==> src/rtl/kb_scancode_buffer_pkg.sv <==
// Scancode constants, decoder state encodings and the set-2 to ASCII lookup.
// Pure definitions: no latency, no flow control.
// Shared by the decoder top level and its testbench.
package kb_scancode_buffer_pkg;

  localparam logic [7:0] SC_BREAK  = 8'hF0;
  localparam logic [7:0] SC_EXT    = 8'hE0;
  localparam logic [7:0] SC_LSHIFT = 8'h12;
  localparam logic [7:0] SC_RSHIFT = 8'h59;
  localparam logic [7:0] SC_ENTER  = 8'h5A;

  typedef enum logic [1:0] {
    ST_IDLE      = 2'd0,
    ST_BREAK     = 2'd1,
    ST_EXT       = 2'd2,
    ST_EXT_BREAK = 2'd3
  } kb_state_t;

  // Returns {valid, ascii[6:0]}; valid = 0 for keys with no printable mapping.
  function automatic logic [7:0] sc_to_ascii(input logic [7:0] sc, input logic shift);
    logic [6:0] lo;
    logic [6:0] hi;
    logic       vld;
    lo  = '0;
    hi  = '0;
    vld = 1'b1;
    case (sc)
      8'h1C: {lo, hi} = {7'h61, 7'h41};  8'h32: {lo, hi} = {7'h62, 7'h42};
      8'h21: {lo, hi} = {7'h63, 7'h43};  8'h23: {lo, hi} = {7'h64, 7'h44};
      8'h24: {lo, hi} = {7'h65, 7'h45};  8'h2B: {lo, hi} = {7'h66, 7'h46};
      8'h34: {lo, hi} = {7'h67, 7'h47};  8'h33: {lo, hi} = {7'h68, 7'h48};
      8'h43: {lo, hi} = {7'h69, 7'h49};  8'h3B: {lo, hi} = {7'h6A, 7'h4A};
      8'h42: {lo, hi} = {7'h6B, 7'h4B};  8'h4B: {lo, hi} = {7'h6C, 7'h4C};
      8'h3A: {lo, hi} = {7'h6D, 7'h4D};  8'h31: {lo, hi} = {7'h6E, 7'h4E};
      8'h44: {lo, hi} = {7'h6F, 7'h4F};  8'h4D: {lo, hi} = {7'h70, 7'h50};
      8'h15: {lo, hi} = {7'h71, 7'h51};  8'h2D: {lo, hi} = {7'h72, 7'h52};
      8'h1B: {lo, hi} = {7'h73, 7'h53};  8'h2C: {lo, hi} = {7'h74, 7'h54};
      8'h3C: {lo, hi} = {7'h75, 7'h55};  8'h2A: {lo, hi} = {7'h76, 7'h56};
      8'h1D: {lo, hi} = {7'h77, 7'h57};  8'h22: {lo, hi} = {7'h78, 7'h58};
      8'h35: {lo, hi} = {7'h79, 7'h59};  8'h1A: {lo, hi} = {7'h7A, 7'h5A};
      8'h16: {lo, hi} = {7'h31, 7'h21};  8'h1E: {lo, hi} = {7'h32, 7'h40};
      8'h26: {lo, hi} = {7'h33, 7'h23};  8'h25: {lo, hi} = {7'h34, 7'h24};
      8'h2E: {lo, hi} = {7'h35, 7'h25};  8'h36: {lo, hi} = {7'h36, 7'h5E};
      8'h3D: {lo, hi} = {7'h37, 7'h26};  8'h3E: {lo, hi} = {7'h38, 7'h2A};
      8'h46: {lo, hi} = {7'h39, 7'h28};  8'h45: {lo, hi} = {7'h30, 7'h29};
      8'h0E: {lo, hi} = {7'h60, 7'h7E};  8'h4E: {lo, hi} = {7'h2D, 7'h5F};
      8'h55: {lo, hi} = {7'h3D, 7'h2B};  8'h54: {lo, hi} = {7'h5B, 7'h7B};
      8'h5B: {lo, hi} = {7'h5D, 7'h7D};  8'h5D: {lo, hi} = {7'h5C, 7'h7C};
      8'h4C: {lo, hi} = {7'h3B, 7'h3A};  8'h52: {lo, hi} = {7'h27, 7'h22};
      8'h41: {lo, hi} = {7'h2C, 7'h3C};  8'h49: {lo, hi} = {7'h2E, 7'h3E};
      8'h4A: {lo, hi} = {7'h2F, 7'h3F};  8'h29: {lo, hi} = {7'h20, 7'h20};
      8'h5A: {lo, hi} = {7'h0D, 7'h0D};  8'h66: {lo, hi} = {7'h08, 7'h08};
      default: vld = 1'b0;
    endcase
    return {vld, shift ? hi : lo};
  endfunction

endpackage

==> src/rtl/kb_char_fifo.sv <==
// First-word-fall-through character queue with occupancy count and sticky overflow.
// Latency: a push is visible at the head one cycle later; pop advances the head next cycle.
// Backpressure: none upstream; a push into a full queue without a pop is dropped and flagged.
module kb_char_fifo #(
  parameter int DEPTH  = 16,
  parameter int CHAR_W = 7,
  localparam int PTR_W = $clog2(DEPTH),
  localparam int CNT_W = PTR_W + 1
) (
  input  logic              clk,
  input  logic              rst,
  input  logic              clear,
  input  logic              push_vld,
  input  logic [CHAR_W-1:0] push_dat,
  input  logic              pop_req,
  output logic [CHAR_W-1:0] head_dat,
  output logic              not_empty,
  output logic              full,
  output logic [CNT_W-1:0]  count,
  output logic              overflow
);

  logic [CHAR_W-1:0] mem [DEPTH];
  logic [PTR_W-1:0]  wr_ptr;
  logic [PTR_W-1:0]  rd_ptr;
  logic              do_pop;
  logic              do_push;
  logic              drop;

  assign not_empty = (count != '0);
  assign full      = (count == CNT_W'(DEPTH));
  assign do_pop    = pop_req & not_empty;
  // A full queue still accepts a push when the head leaves in the same cycle.
  assign do_push   = push_vld & (~full | do_pop);
  assign drop      = push_vld & full & ~do_pop;
  assign head_dat  = not_empty ? mem[rd_ptr] : '0;

  always_ff @(posedge clk) begin
    if (do_push && !clear) begin
      mem[wr_ptr] <= push_dat;
    end
  end

  always_ff @(posedge clk or posedge rst) begin
    if (rst) begin
      wr_ptr   <= '0;
      rd_ptr   <= '0;
      count    <= '0;
      overflow <= 1'b0;
    end else if (clear) begin
      wr_ptr   <= '0;
      rd_ptr   <= '0;
      count    <= '0;
      overflow <= 1'b0;
    end else begin
      if (do_push) wr_ptr <= wr_ptr + PTR_W'(1);
      if (do_pop)  rd_ptr <= rd_ptr + PTR_W'(1);
      if (do_push && !do_pop)      count <= count + CNT_W'(1);
      else if (do_pop && !do_push) count <= count - CNT_W'(1);
      if (drop) overflow <= 1'b1;
    end
  end

endmodule

==> src/rtl/kb_scancode_buffer.sv <==
// Set-2 scancode decoder (shift, break, extended prefixes) feeding a CPU-facing char FIFO.
// Latency: a byte strobed at edge N is at the FIFO head after edge N.
// Backpressure: none to the PS/2 side; characters arriving while full are dropped and flagged.
module kb_scancode_buffer
  import kb_scancode_buffer_pkg::*;
#(
  parameter int DEPTH    = 16,
  parameter int CHAR_W   = 7,
  parameter int SHIFT_EN = 1
) (
  input  logic                     clk,
  input  logic                     rst,
  input  logic [7:0]               rx_data,
  input  logic                     rx_done,
  input  logic                     KB_read_en,
  input  logic                     KB_clear,
  output logic                     KB_status,
  output logic [CHAR_W-1:0]        KB_data,
  output logic                     buf_full,
  output logic [$clog2(DEPTH):0]   KB_count,
  output logic                     KB_overflow
);

  kb_state_t   state_q;
  kb_state_t   state_d;
  logic        shift_q;
  logic        shift_set;
  logic        shift_clr;
  logic        push_vld;
  logic [6:0]  push_char;
  logic [7:0]  lut;
  logic        is_shift;

  assign lut      = sc_to_ascii(rx_data, shift_q & (SHIFT_EN != 0));
  assign is_shift = (rx_data == SC_LSHIFT) || (rx_data == SC_RSHIFT);

  always_ff @(posedge clk or posedge rst) begin
    if (rst)           state_q <= ST_IDLE;
    else if (KB_clear) state_q <= ST_IDLE;
    else               state_q <= state_d;
  end

  always_comb begin
    state_d = state_q;
    if (rx_done) begin
      case (state_q)
        ST_IDLE: begin
          if (rx_data == SC_BREAK)    state_d = ST_BREAK;
          else if (rx_data == SC_EXT) state_d = ST_EXT;
        end
        ST_EXT:  state_d = (rx_data == SC_BREAK) ? ST_EXT_BREAK : ST_IDLE;
        default: state_d = ST_IDLE;
      endcase
    end
  end

  always_comb begin
    push_vld  = 1'b0;
    push_char = '0;
    shift_set = 1'b0;
    shift_clr = 1'b0;
    if (rx_done) begin
      case (state_q)
        ST_IDLE: begin
          if (is_shift) begin
            shift_set = 1'b1;
          end else if (rx_data != SC_BREAK && rx_data != SC_EXT && lut[7]) begin
            push_vld  = 1'b1;
            push_char = lut[6:0];
          end
        end
        ST_BREAK: shift_clr = is_shift;
        ST_EXT: begin
          if (rx_data == SC_ENTER) begin
            push_vld  = 1'b1;
            push_char = 7'h0D;
          end
        end
        default: ;
      endcase
    end
  end

  always_ff @(posedge clk or posedge rst) begin
    if (rst)            shift_q <= 1'b0;
    else if (KB_clear)  shift_q <= 1'b0;
    else if (shift_set) shift_q <= 1'b1;
    else if (shift_clr) shift_q <= 1'b0;
  end

  kb_char_fifo #(
    .DEPTH  (DEPTH),
    .CHAR_W (CHAR_W)
  ) u_fifo (
    .clk       (clk),
    .rst       (rst),
    .clear     (KB_clear),
    .push_vld  (push_vld),
    .push_dat  (CHAR_W'(push_char)),
    .pop_req   (KB_read_en),
    .head_dat  (KB_data),
    .not_empty (KB_status),
    .full      (buf_full),
    .count     (KB_count),
    .overflow  (KB_overflow)
  );

endmodule
==> config.mk <==
export PLATFORM = sky130hd
export DESIGN_NAME = kb_scancode_buffer
export DESIGN_NICKNAME = d
export VERILOG_FILES = /design/src/rtl/kb_scancode_buffer_pkg.sv /design/src/rtl/kb_char_fifo.sv /design/src/rtl/kb_scancode_buffer.sv
export SDC_FILE = /design/constraint.sdc
export NUM_CORES = 1
export LEC_CHECK = 0
export ABC_AREA = 0
export CAP_MARGIN = 0
export CORE_UTILIZATION = 33
export CTS_CLUSTER_DIAMETER = 30
export DETAILED_ROUTE_END_ITERATION = 16
export SKIP_LAST_GASP = 1
export SLEW_MARGIN = 10
export SYNTH_ARGS = -nofsm -noshare
export SYNTH_HDL_FRONTEND = slang
export SYNTH_SLANG_ARGS = --single-unit
==> constraint.sdc <==
create_clock -name clk -period 5.9 [get_ports clk]
set_input_delay 1.475 -clock clk [delete_from_list [all_inputs] [get_ports clk]]
set_output_delay 1.475 -clock clk [all_outputs]
set_load 0.03 [all_outputs]
# Yosys cells after proc, flatten, opt, wreduce, memory -nomap -nowiden
# Memories as Yosys holds them, arrays and structs flattened.
# Index checks and enable logic that the tools add are counted.
# Widths: inputs -> output; s select.
dict set report op_classes {
  muxes 40
  eq_ne 60
  bitwise_logic 7
  n_reduce_logical 19
  n_addsub 4
}
# op n
set ops {}
lappend ops {{$pmux 7 s50} 2}
lappend ops {{$eq 8x6->1 const B} 23}
lappend ops {{$eq 8x7->1 const B} 20}
lappend ops {{$eq 8x5->1 const B} 8}
lappend ops {{$reduce_or 50->1} 1}
lappend ops {{$mux 7} 5}
lappend ops {{$mux 4} 5}
lappend ops {{$mux 1} 17}
lappend ops {{$eq 8x8->1 const B} 2}
lappend ops {{$ne 8x8->1 const B} 2}
lappend ops {{$mux 5} 3}
lappend ops {{$pmux 7 s2} 1}
lappend ops {{$mux 2} 5}
lappend ops {{$add 4x1->4 const B} 2}
lappend ops {{$eq 8x4->1 const B} 1}
lappend ops {{$reduce_bool 2->1} 4}
lappend ops {{$reduce_bool 3->1} 2}
lappend ops {{$add 5x1->5 const B} 1}
lappend ops {{$eq 5x5->1 const B} 1}
lappend ops {{$logic_and 1x1->1} 5}
lappend ops {{$reduce_bool 5->1} 1}
lappend ops {{$sub 5x1->5 const B} 1}
lappend ops {{$and 1x1->1} 4}
lappend ops {{$ne 4x4->1 const B} 1}
lappend ops {{other kinds (10)} 13}
dict set report word_totals {
  ff_bits 17
  mem_count 1
  elab_cells 137
  mem_bits_rw 112
  output_inout_bits 15
}
# memory words width read_ports rd_clocked_by_memory_dff wr line_no
set memory_table {}
lappend memory_table {u_fifo.mem 16 7 1 0 1 kb_char_fifo.sv:23} ;# logic [CHAR_W-1:0] mem [DEPTH];

# Logic depth before layout (Yosys ltp)
# Gate-level depths: netlist (run 1).
dict set report logic_depth {
  depth_word 14
  depth_mapped 16
}

# Modules after synthesis
# Synthesis (run 1) repeated with hierarchy kept, for this count alone.
dict set report unflattened {
  hier_cells 563
  area_unflattened_um2 7058.0
}
# mod cells_each area_each_um2 instances seq_area_each_um2
set modules_own_cells {}
lappend modules_own_cells {kb_char_fifo 299 5321.4 1 3713.6}
lappend modules_own_cells {kb_scancode_buffer 264 1736.7 1 75.1}

# Least setup slack after synthesis (run 1)
# OpenSTA, ideal clock, no wires.
dict set report synth_timing {
  path_kind {in2reg}
  startpoint {input rx_data[6]}
  endpoint {register u_fifo.count[4]}
  setup_time_ns 0.086
  path_slack_ns 1.642
  cell_stages 16
  arrival_ns 4.171
  path_cell_list {buf_4 buf_6 nor4bb_1 clkbuf_2 a32oi_1 nand3b_1 a21oi_1 and3_1 nand2_1 fa_1 a21o_1 a21o_1 nor2_1 o21ai_0 and3b_1 nor3_1}
}
dict set report synth_via {
  elab_chain_len 12
  elab_cells_between_ends 71
  classes_between {eq/ne (54); mux (8); bitwise (1); reduce/logical (8)}
}
# element line_no
set synth_lines {}
lappend synth_lines {{start, declared} kb_scancode_buffer.sv:13} ;# input logic [7:0] rx_data,
lappend synth_lines {{$eq 8x7->1, or another cell as far along} {kb_scancode_buffer_pkg.sv:27, kb_scancode_buffer.sv:74}}
lappend synth_lines {{$reduce_or 50->1 (no source line)} -}
lappend synth_lines {{$mux 1} kb_scancode_buffer_pkg.sv:27} ;# case (sc)
lappend synth_lines {{$logic_and 1x1->1} kb_scancode_buffer.sv:67} ;# end else if (rx_data != SC_BREAK && rx_data != SC_EXT && lut[7]) begin
lappend synth_lines {{$mux 1} kb_scancode_buffer.sv:67}
lappend synth_lines {{$mux 1} kb_scancode_buffer.sv:65} ;# if (is_shift) begin
lappend synth_lines {{$pmux 1 s2 (*)} kb_scancode_buffer.sv:63} ;# case (state_q)
lappend synth_lines {{$mux 1 (*)} kb_scancode_buffer.sv:62} ;# if (rx_done) begin
lappend synth_lines {{$and 1x1->1 (*)} kb_char_fifo.sv:34} ;# assign do_push = push_vld & (~full | do_pop);
lappend synth_lines {{$logic_and 1x1->1 or $logic_not 1->1 (tied branches)} {kb_char_fifo.sv:58, kb_char_fifo.sv:59}}
lappend synth_lines {{$mux 5 or $logic_and 1x1->1 (tied branches)} {kb_char_fifo.sv:58, kb_char_fifo.sv:59}}
lappend synth_lines {{$mux 5 or $reduce_bool 3->1 (tied branches)} -}
lappend synth_lines {{end signal, assigned} kb_char_fifo.sv:58} ;# if (do_push && !do_pop) count <= count + CNT_W'(1);
lappend synth_lines {{end signal, assigned} kb_char_fifo.sv:59} ;# else if (do_pop && !do_push) count <= count - CNT_W'(1);
lappend synth_lines {{end, declared} kb_char_fifo.sv:19} ;# output logic [CNT_W-1:0] count,
# Every way passes the cells marked *; elsewhere a longest branch is shown, timed or not.
# A chain may end at the register's enable or synchronous reset.

# Final worst setup path (run 1)
dict set report layout_timing {
  startpoint {input rx_data[5]}
  endpoint {register u_fifo.count[4]}
}
# Same word-level chain as after synthesis.

==> metrics, run 1 <==
WS Path Type=in2reg; power per cell area=about 340 nW/um^2; commonest cells after routing, fill and taps aside=edfxtp_1, nand2_1, buf_4; sw power=around 0.9 mW; syn avg cell area=approximately 12 um^2; Cell Rows=53; Clock Path Buffers=2; status=completed; Pint=roughly 2.0 mW; NumNets Final=about 670; Inserted Clock Buffers=17; post-synthesis sequential area ratio=~54%; VDD IR max=roughly 0.26 mV; Clock Skew=8.97 ps; Clock Latency Late Sink=410 ps; CTS-repair resized insts=0; asr flop ratio synth=around an eighth; Sw Share=a little under a third; final worst slack=between 900 and 1000 ps; core box area=21000 um^2; TritonCTS clock tree=done; n_diodes=0; Clk pin slew, worst setup/hold paths=roughly 60 ps; Die Ht=148 um; drt wl/cell=around 21 um; setup slack, reg-to-reg=between 2000 and 3000 ps; largest net degree at the start of global routing=35; hold path start=u_fifo.overflow; RSZ-0062 raised after global routing=false; Synth Register Bits=129; Max H-tree Level=4; reg2reg start=u_fifo.count[0]; vias per inst=5.68; Hold Slack=507 ps; main flop type after synthesis=edfxtp_1; HP Class=reg2reg; Starting Density=between 30% and 40%; vias in the first global route=roughly 5300; Root Driver=clkbuf_16; final wirelength=around 20 mm; slew at the pin closest to its max-slew limit=1170 ps; Max Cap Viol=0; chip width=between 100 and 150 um; Top Ports=28; Unique masters post-synth=between 70 and 80; Post-Place Worst Slack=roughly 540 ps; initial antenna violation count=0; crit share post-route=between 80 and 90%; EDFF count, synth=~110; CTS Hold Bufs=0; drt first-iter violations=about 470; Tot GR Track Use=between 10% and 20%; clock share of power=between 30% and 40%; Worst EP arrival=5300 ps; Worst Hold End=u_fifo.overflow; Startpoint Class=input port; Critical Path RT=between 6000 and 7000 ps; Final Hold Fails=0; combinational fraction of design power=between 20 and 25%; f_max=0.201 GHz; most common cell after layout, fill and taps aside=edfxtp_1; setup violators final=0; Seq pwr share=37.5%; Placed Cells incl. Taps=905; HPWL after DPL=about 14 mm; Slew Limit Fails=0; R2R depth=12; Slew HR=between 20% and 30%; Crit. End Element=flop; Leak=2.73 nW; yosys warns=0; drt first pass iters=5; DR DRC count=0; mapped cell area=approximately 7000 um^2; Post-CTS Setup Inserts=0; final std cells w/o fill=937; Sink Count=between 100 and 150; share of cells above drive strength 1=around 17%; syn_nets=roughly 630; CP Max Fanout=22; Die Area=roughly 22000 um^2; Setup TNS Final=0 ps; Post-DRT Antenna Nets=0; Layout area overhead=19.0%; first-pass GRT wire length=approximately 30 mm; fin util=approximately 40%; fin crit period=just under 5000 ps; GR Overflow Total=0; via count=around 5300; synthesized instance count=around 600; gpl congestion=around 0.93; port bufs=27; FF-to-FF End=u_fifo.count[4]; WHS Path Cells=2
==> Yosys cell counts, types with 6 or more instances <==
master | number | area, um^2
a21boi_0 | 9 | 67.6
a21oi_1 | 25 | 125
a31oi_1 | 9 | 56.3
buf_1 | 9 | 33.8
buf_6 | 6 | 67.6
clkbuf_1 | 20 | 75.1
dfrtp_1 | 17 | 425
edfxtp_1 | 112 | 3360
ha_1 | 9 | 113
inv_1 | 10 | 37.5
mux2i_1 | 30 | 300
mux4_2 | 14 | 315
nand2_1 | 53 | 199
nand2b_1 | 13 | 81.3
nand3_1 | 8 | 40.0
nand4_1 | 6 | 37.5
nor2_1 | 41 | 154
nor2b_1 | 12 | 75.1
nor3_1 | 34 | 170
nor4_1 | 9 | 56.3
o211ai_1 | 6 | 45.0
o21ai_0 | 29 | 145
o221ai_1 | 14 | 123
o22ai_1 | 6 | 37.5
xnor2_1 | 6 | 52.6
==> power by group through the flow <==
stage | Combinational, mW | Sequential, mW | Clock [mW]
finish | 0.702 | 1.08 | 1.10
global route | 0.752 | 1.09 | 1.15
CTS | 0.704 | 1.08 | 1.11
detailed placement | 0.699 | 1.10 | 0
global placement | 0.693 | 1.10 | 0
floorplan | 0.488 | 1.07 | 0
==> how the worst max path moves through the flow <==
stage / start / to / slack, ps / cells after the start
floorplan: rx_data[6] / u_fifo.count[4] / 1640 / 16
global placement: rx_data[5] / u_fifo.count[4] / 650 / 15
detailed placement: rx_data[5] / u_fifo.count[4] / 540 / 15
CTS: rx_data[5] / u_fifo.count[4] / 940 / 15
global route: rx_data[5] / u_fifo.count[4] / 630 / 14
finish: rx_data[5] / u_fifo.count[4] / 930 / 15
==> logic make-up after synthesis <==
group,share of synthesized area (%)
muxes,9.69
adders and majority gates,1.88
DFF,53.7
and+or+nand+nor,16.9
buffers and inverters,4.26
AOI/OAI and AO/OA,12.5
xor gates and xnor gates,0.994
==> state kept, by name, summed over array words and instances, names as in the netlist <==
name	flops
u_fifo.count	5
u_fifo.overflow	1
state_q	2
u_fifo.mem	112
shift_q	1
u_fifo.wr_ptr	4
u_fifo.rd_ptr	4
==> metrics by stage <==
| stage | cell area [um^2] | power (mW) |
|---|---|---|
| after global placement | 7770 | 1.79 |
| final | 8390 | 2.88 |
| after CTS | 8390 | 2.90 |
| after detailed placement | 7770 | 1.80 |
| after floorplan | 7050 | 1.56 |
| after global routing | 8390 | 2.99 |
==> final cells by class <==
class,count,area (um^2)
Sequential cell,129,3790
Tap cell,275,344
Clock buffer,17,425
Multi-Input combinational cell,414,2960
Fill cell,2015,12600
Clock inverter,15,199
Inverter,13,48.8
Timing Repair Buffer,74,623
==> worst max-delay path, cell delays in order <==
cell and delay [ps]:
clkdlybuf4s50_1 990, nor4bb_1 140, buf_4 210, a32oi_1 260, nand3b_1 130, a21oi_1 360, and3_1 240, nand2_1 150
fa_1 430, a21o_1 190, a21o_1 180, nor2_1 80, o21ai_0 100, and3b_1 170, nor3_1 160
==> per-layer routing <==
layer	wire length, um	global-route usage (%)
met1	8820	25.3
met4	305	4.79
met2	9010	28.6
met3	1370	4.48
met5	0	0
(Power assumes the default switching activity.)
==> inputs of run 2 (changes only) <==
==> constraint.sdc (replaced) <==
create_clock -name clk -period 4.8 [get_ports clk]
set_input_delay 1.2 -clock clk [delete_from_list [all_inputs] [get_ports clk]]
set_output_delay 1.2 -clock clk [all_outputs]
set_load 0.03 [all_outputs]
==> run 2 against run 1 <==
Against the previous run: critical path depth is the same; flip-flop and latch count unchanged; clock-buffer cell count unchanged; die area did not move; global-route usage hardly changed.
==> metrics, run 2 (synthesis gave the netlist of run 1 again) <==
port bufs=27 (unchanged); Cell Rows=53 (unchanged); Max H-tree Level=4 (unchanged); commonest cells after routing, fill and taps aside=edfxtp_1, buf_4, nand2_1; share of cells above drive strength 1=21.3% (+4.5 points); Buf/Inv on CP=3 (+1); VDD IR max=0.282 mV (+7.8%); largest net degree at the start of global routing=24 (-31%); Post-DRT Antenna Nets=0 (unchanged); Critical Path RT=5130 ps (-1090 ps); first-pass GRT wire length=30.5 mm (+0.52%); combinational fraction of design power=26.7% (+2.4 points); Starting Density=33.6% (unchanged); vias per inst=5.63 (-0.82%); Startpoint Class=input port; final wirelength=19.4 mm (-0.38%); Setup TNS Final=0 ps (unchanged); Largest regs=u_fifo.mem: 112 flops, u_fifo.count: 5 flops; Most flops, register=u_fifo.mem; DR DRC count=0 (unchanged); NumNets Final=711 (+5.8%); WS Path Type=in2reg; Seq pwr share=36.4% (-1.1 points); Hold Slack=511 ps (+4.19 ps); clock share of power=36.9% (-1.3 points); power per cell area=408 nW/um^2 (+19%); Pint=2.49 mW (+24%); HP Class=reg2reg; crit share post-route=between 90 and 100%; status=completed; Fillers=1990 (-1.2%); GR Overflow Total=0 (unchanged); worst-path cell chain=clkdlybuf4s50_1 -> buf_4 -> inv_2 -> nand2_1 -> nor4_1 -> and4bb_1 -> nand3_2 -> nand2_1 -> fa_1 -> a21o_1 -> a21o_1 -> nor2_1 -> o21ai_0 -> and3b_1 -> nor3_1; Worst EP arrival=4780 ps (-520 ps); final std cells w/o fill=976 (+4.2%); CTS-repair resized insts=0 (unchanged); fin util=41.5% (+1.4 points); fin crit period=roughly 4500 ps; Sink Count=129 (unchanged); Placed Cells incl. Taps=944 (+4.3%); chip width=148 um (unchanged); delay-heaviest family, CP=simple AND/OR/NAND/NOR gates; Die Ht=148 um (unchanged); Slew Limit Fails=0 (unchanged); Inserted Clock Buffers=17 (unchanged); Sw Share=29.9% (-0.63 points); f_max=roughly 0.22 GHz; Tot GR Track Use=18.3% (-0.029 points); Clk pin slew, worst setup/hold paths=60 ps (about the same); drt first-iter violations=498 (+5.1%); TritonCTS clock tree=done; setup violators final=0 (unchanged); most common cell after layout, fill and taps aside=edfxtp_1; max reg flops=112 (unchanged); Top Ports=28 (unchanged); via count=5496 (+3.3%); Post-CTS Setup Inserts=0 (unchanged); RSZ-0062 raised after global routing=false; CP Max Fanout=13 (-41%); Clock Path Buffers=2 (unchanged); drt wl/cell=19.9 um (-4.4%); n_diodes=0 (unchanged); Clock Skew=5.25 ps (-3.72 ps); HPWL after DPL=14.0 mm (+2.1%); Worst path max stage delay=690 ps (-300 ps); vias in the first global route=5388 (+1.2%); Crit. End Element=flop; Slew HR=26.8% (+4.8 points); Max stage delay cell, worst path=clkdlybuf4s50_1; gpl congestion=0.891 (-4.2%); Layout area overhead=23.3%; drt first pass iters=5 (unchanged); initial antenna violation count=0 (unchanged); Die Area=21900 um^2 (unchanged); sw power=1.06 mW (+20%); Final Hold Fails=0 (unchanged); slew at the pin closest to its max-slew limit=1090 ps (-71.8 ps); Max Cap Viol=0 (unchanged); Root Driver=clkbuf_16; CTS Hold Bufs=0 (unchanged); Clock Latency Late Sink=410 ps (about the same); core box area=21000 um^2 (unchanged); Leak=2.92 nW (+7.1%)
[run 2: changes by cell type in the layout (fill, tap and decap cells not counted), sizes merged]
cell / change
inv: -1
clkinv: +2
buf: +39
clkinvlp: -1
[run 2: metrics by stage]
step / instance area [um^2] / setup slack (ps) / power (mW)
finish: 8690 / 343 / 3.55
global placement: 8080 / 57.8 / 2.25
detailed placement: 8080 / 15.3 / 2.26
CTS: 8690 / 456 / 3.57
global route: 8690 / 187 / 3.68
floorplan: 7050 / 817 / 1.92
[run 2: final cells by class]
cell class | count | area (um^2) | share of cell area [%]
sequential | 129 | 3790 | 43.6
multi-input combinational | 414 | 2960 | 34.1
timing repair buffer | 113 | 941 | 10.8
clock buffer | 17 | 425 | 4.90
tap | 275 | 344 | 3.96
clock inverter | 15 | 179 | 2.06
inverter | 13 | 48.8 | 0.562
[run 2: path summary, 6_finish.rpt]
check | cells after the start | to | slack (ps) | from
worst max-delay path | 15 | u_fifo.count[4] | 340 | rx_data[4]
worst min-delay path | 2 | u_fifo.overflow | 510 | u_fifo.overflow
worst max register to register | 12 | u_fifo.count[4] | 1480 | u_fifo.count[0]
worst min register to register | 2 | u_fifo.overflow | 510 | u_fifo.overflow
max in group asynchronous | 2 | u_fifo.rd_ptr[0] | 3140 | rst
min in group asynchronous | 2 | u_fifo.overflow | 1190 | rst
[run 2: routing by layer]
layer | vias up | track usage, % | routed length, um
met5 | - | 0 | 0
met4 | 0 | 5.05 | 224
met3 | 25 | 2.67 | 1190
met2 | 234 | 29.3 | 9190
met1 | 2731 | 25.7 | 8830
li1 | 2506 | - | -
[run 2: power groups by stage]
stage	Sequential (mW)	Clock, mW	Combinational (mW)
2_1_floorplan	1.32	0	0.599
3_3_place_gp	1.31	0	0.938
3_5_place_dp	1.31	0	0.943
4_1_cts	1.29	1.33	0.949
5_1_grt	1.30	1.37	1.01
6_report	1.29	1.31	0.946
[run 2: worst min-delay path: cells and delay by family (launching register included)]
kind             cells  cell delay [ps]
DFF                  1              340
and+or+nand+nor      2              130
==> inputs of run 3 (changes only) <==
--- a/config.mk
+++ b/config.mk
@@ -14,4 +14,5 @@
 export SLEW_MARGIN = 10
 export SYNTH_ARGS = -nofsm -noshare
 export SYNTH_HDL_FRONTEND = slang
+export SYNTH_HIERARCHICAL = 1
 export SYNTH_SLANG_ARGS = --single-unit
==> run 3 against run 2 <==
Against the previous run: sequential power barely moved; power fell by 4.2%; clock skew is 7.2 ps higher; global-route usage down 0.38 points; clock-buffer cell count did not move; critical path type unchanged; largest cell class unchanged; register-to-register slack gained 450 ps; via count fell by 6.9%.
==> metrics, run 3 <==
yosys warns=6 (+6); delay-heaviest family, CP=simple AND/OR/NAND/NOR gates; Worst path max stage delay=580 ps (-110 ps); Worst EP arrival=4800 ps (+20 ps); syn_nets=586 (-6.4%); Max H-tree Level=4 (unchanged); worst-path cell chain=clkdlybuf4s50_1 -> or4b_1 -> a2111oi_0 -> a31oi_1 -> nand4_4 -> o221ai_2 -> inv_1 -> nand2_1 -> ha_1 -> a21oi_1 -> nand2_1 -> or4_1 -> a31oi_1; syn avg cell area=12.5 um^2 (+7.2%); max reg flops=112 (unchanged); fin util=41.7% (+0.27 points); CTS Hold Bufs=0 (unchanged); post-synthesis sequential area ratio=53.7% (-0.067 points); Clock Path Buffers=2 (unchanged); fin crit period=4480 ps (+19.5 ps); slew at the pin closest to its max-slew limit=795 ps (-299 ps); Hold Slack=531 ps (+19.5 ps); post-synthesis adder-cell area fraction=1.88% (-0.0023 points); WS Path Type=in2reg; Synth top area share=47.7% (-0.059 points); port bufs=27 (unchanged); crit share post-route=93.3% (+0.41 points); post-route cell area=8770 um^2 (+0.98%); CTS-repair resized insts=0 (unchanged); Largest regs=u_fifo/mem: 112 flops, u_fifo/count: 5 flops; f_max=0.223 GHz (-0.44%); HP Class=reg2reg; Die Area=22000 um^2 (+0.12%); Starting Density=33.6% (-0.064 points); Leak=3.04 nW (+4.1%); Slew HR=46.9% (+20 points); Clock Latency Late Sink=410 ps (about the same); Post-DRT Antenna Nets=0 (unchanged); Layout area overhead=24.3%; cell taking the most area after synthesis=edfxtp_1; EDFF count, synth=112 (unchanged); main flop type after synthesis=edfxtp_1; vias in the first global route=5324 (-1.2%); NumNets Final=676 (-4.9%); DR DRC count=0 (unchanged); status=completed; Critical Path RT=5120 ps (about the same); Startpoint Class=input port; Top Ports=28 (unchanged); HPWL after DPL=13.5 mm (-3.7%); via count=5116 (-6.9%); most common cell after layout, fill and taps aside=edfxtp_1; Unique masters post-synth=80 (+13%); vias per inst=5.44 (-3.5%); share of cells above drive strength 1=25.8% (+4.6 points); Root Driver=clkbuf_16; setup violators final=0 (unchanged); TritonCTS clock tree=done; chip width=148 um (about the same); Sink Count=129 (unchanged); Most flops, register=u_fifo/mem; RSZ-0062 raised after global routing=false; mapped cell area=7060 um^2 (+0.12%); synthesized instance count=563 (-6.6%); Buf/Inv on CP=2 (-1); Cell Rows=53 (unchanged); drt first-iter violations=329 (-34%); largest cells by area after synthesis=edfxtp_1, mux4_2, dfrtp_1; mux share of post-synthesis cell area=11.3% (+1.6 points); asr flop ratio synth=13.2% (unchanged); Tot GR Track Use=17.9% (-0.38 points); Max Cap Viol=0 (unchanged); power per cell area=387 nW/um^2 (-5.1%); drt wl/cell=19.9 um (about the same); first-pass GRT wire length=30.0 mm (-1.8%); Final Hold Fails=0 (unchanged); Clock Skew=12.4 ps (+7.20 ps); final std cells w/o fill=941 (-3.6%); post-synthesis compound-gate area fraction=11.8% (-0.78 points); CP Max Fanout=9 (-4); core box area=21000 um^2 (+0.32%); DP Area=8200 um^2 (+1.4%); Inserted Clock Buffers=17 (unchanged); final wirelength=18.7 mm (-3.7%); Clk pin slew, worst setup/hold paths=60 ps (about the same); Die Ht=148 um (about the same); VDD IR max=0.209 mV (-26%); Commonest cells post-synth=edfxtp_1, nor2_1, mux4_2; simple-gate area share of the yosys netlist=16.7% (-0.16 points); Post-CTS Setup Inserts=0 (unchanged); initial antenna violation count=0 (unchanged); n_diodes=0 (unchanged); post-synthesis xor/xnor area fraction=0.993% (-0.0012 points); Placed Cells incl. Taps=909 (-3.7%); drt first pass iters=5 (unchanged); Max stage delay cell, worst path=or4b_1; GR Overflow Total=0 (unchanged); main combinational cell family by area after synthesis=simple AND/OR/NAND/NOR gates; Synth Register Bits=129 (unchanged); Fillers=1928 (-3.1%); overall power=3.40 mW (-4.2%); largest net degree at the start of global routing=32 (+33%); commonest cells after routing, fill and taps aside=edfxtp_1, buf_4, nor2_1; count leader, synth=edfxtp_1; gpl congestion=0.912 (+2.4%); Crit. End Element=flop; Slew Limit Fails=0 (unchanged)
==> run 3: cell types whose count changed after synthesis, sizes merged, moves of 7 or more <==
cell,before,now
o21ai,30,17
and3,3,10
mux2i,30,12
nand2,53,23
nor3,34,19
o221ai,14,2
mux4,14,28
a21boi,9,0
a211oi,1,18
==> run 3: metrics by stage <==
step | setup slack (ps) | setup TNS (ps)
floorplan | 155 | 0
global placement | 42.6 | 0
detailed placement | -14.0 | -154
CTS | 389 | 0
global route | 61.0 | 0
finish | 323 | 0
==> run 3: worst paths after layout <==
check	start	slack, ps	to	cells after the start
setup / recovery	rx_data[4]	320	u_fifo/count[4]	13
hold / removal	u_fifo/overflow	530	u_fifo/overflow	2
setup reg to reg	u_fifo/count[3]	1930	u_fifo/count[4]	8
hold reg to reg	u_fifo/overflow	530	u_fifo/overflow	2
max in group asynchronous	rst	3240	u_fifo/wr_ptr[2]	2
min in group asynchronous	rst	980	shift_q	2
==> run 3: cells by family (layout without fill, tap and decap cells) <==
logic type,after synthesis,in the layout
compound gates,115,115
xor+xnor,8,8
fa+ha+maj,10,10
buf+inv,62,165
flops,129,129
mux,44,44
simple gates,195,195
==> run 3: final cells by class <==
| cell class | instances | area, um^2 | share of cell area (%) |
|---|---|---|---|
| clock buffers | 17 | 425 | 4.85 |
| multi-input cells | 372 | 3030 | 34.5 |
| flip-flops and latches | 129 | 3790 | 43.2 |
| inverters | 14 | 52.6 | 0.599 |
| repair buffers | 119 | 998 | 11.4 |
| well taps | 275 | 344 | 3.92 |
| clock inverters | 15 | 139 | 1.58 |
==> run 3: metal layers <==
| metal | GRT usage (%) | part of all wire [%] |
|---|---|---|
| met3 | 2.27 | 2.4 |
| met2 | 32.4 | 53 |
| met5 | 0 | 0 |
| met1 | 21.4 | 42 |
| met4 | 7.22 | 2.6 |
==> run 3: where the power goes <==
part	internal [mW]	switching, mW	total, mW
logic	0.394	0.522	0.917
clock network	0.685	0.520	1.21
registers	1.24	0.0405	1.28
==> run 3: worst register-to-register path: cells and delay by family, from the launching register on <==
kind / cells / cell delay (ps)
and+or+nand+nor: 4 / 1370
DFF: 1 / 430
AOI/OAI and AO/OA: 2 / 380
adders and majority gates: 1 / 360
muxes: 1 / 260
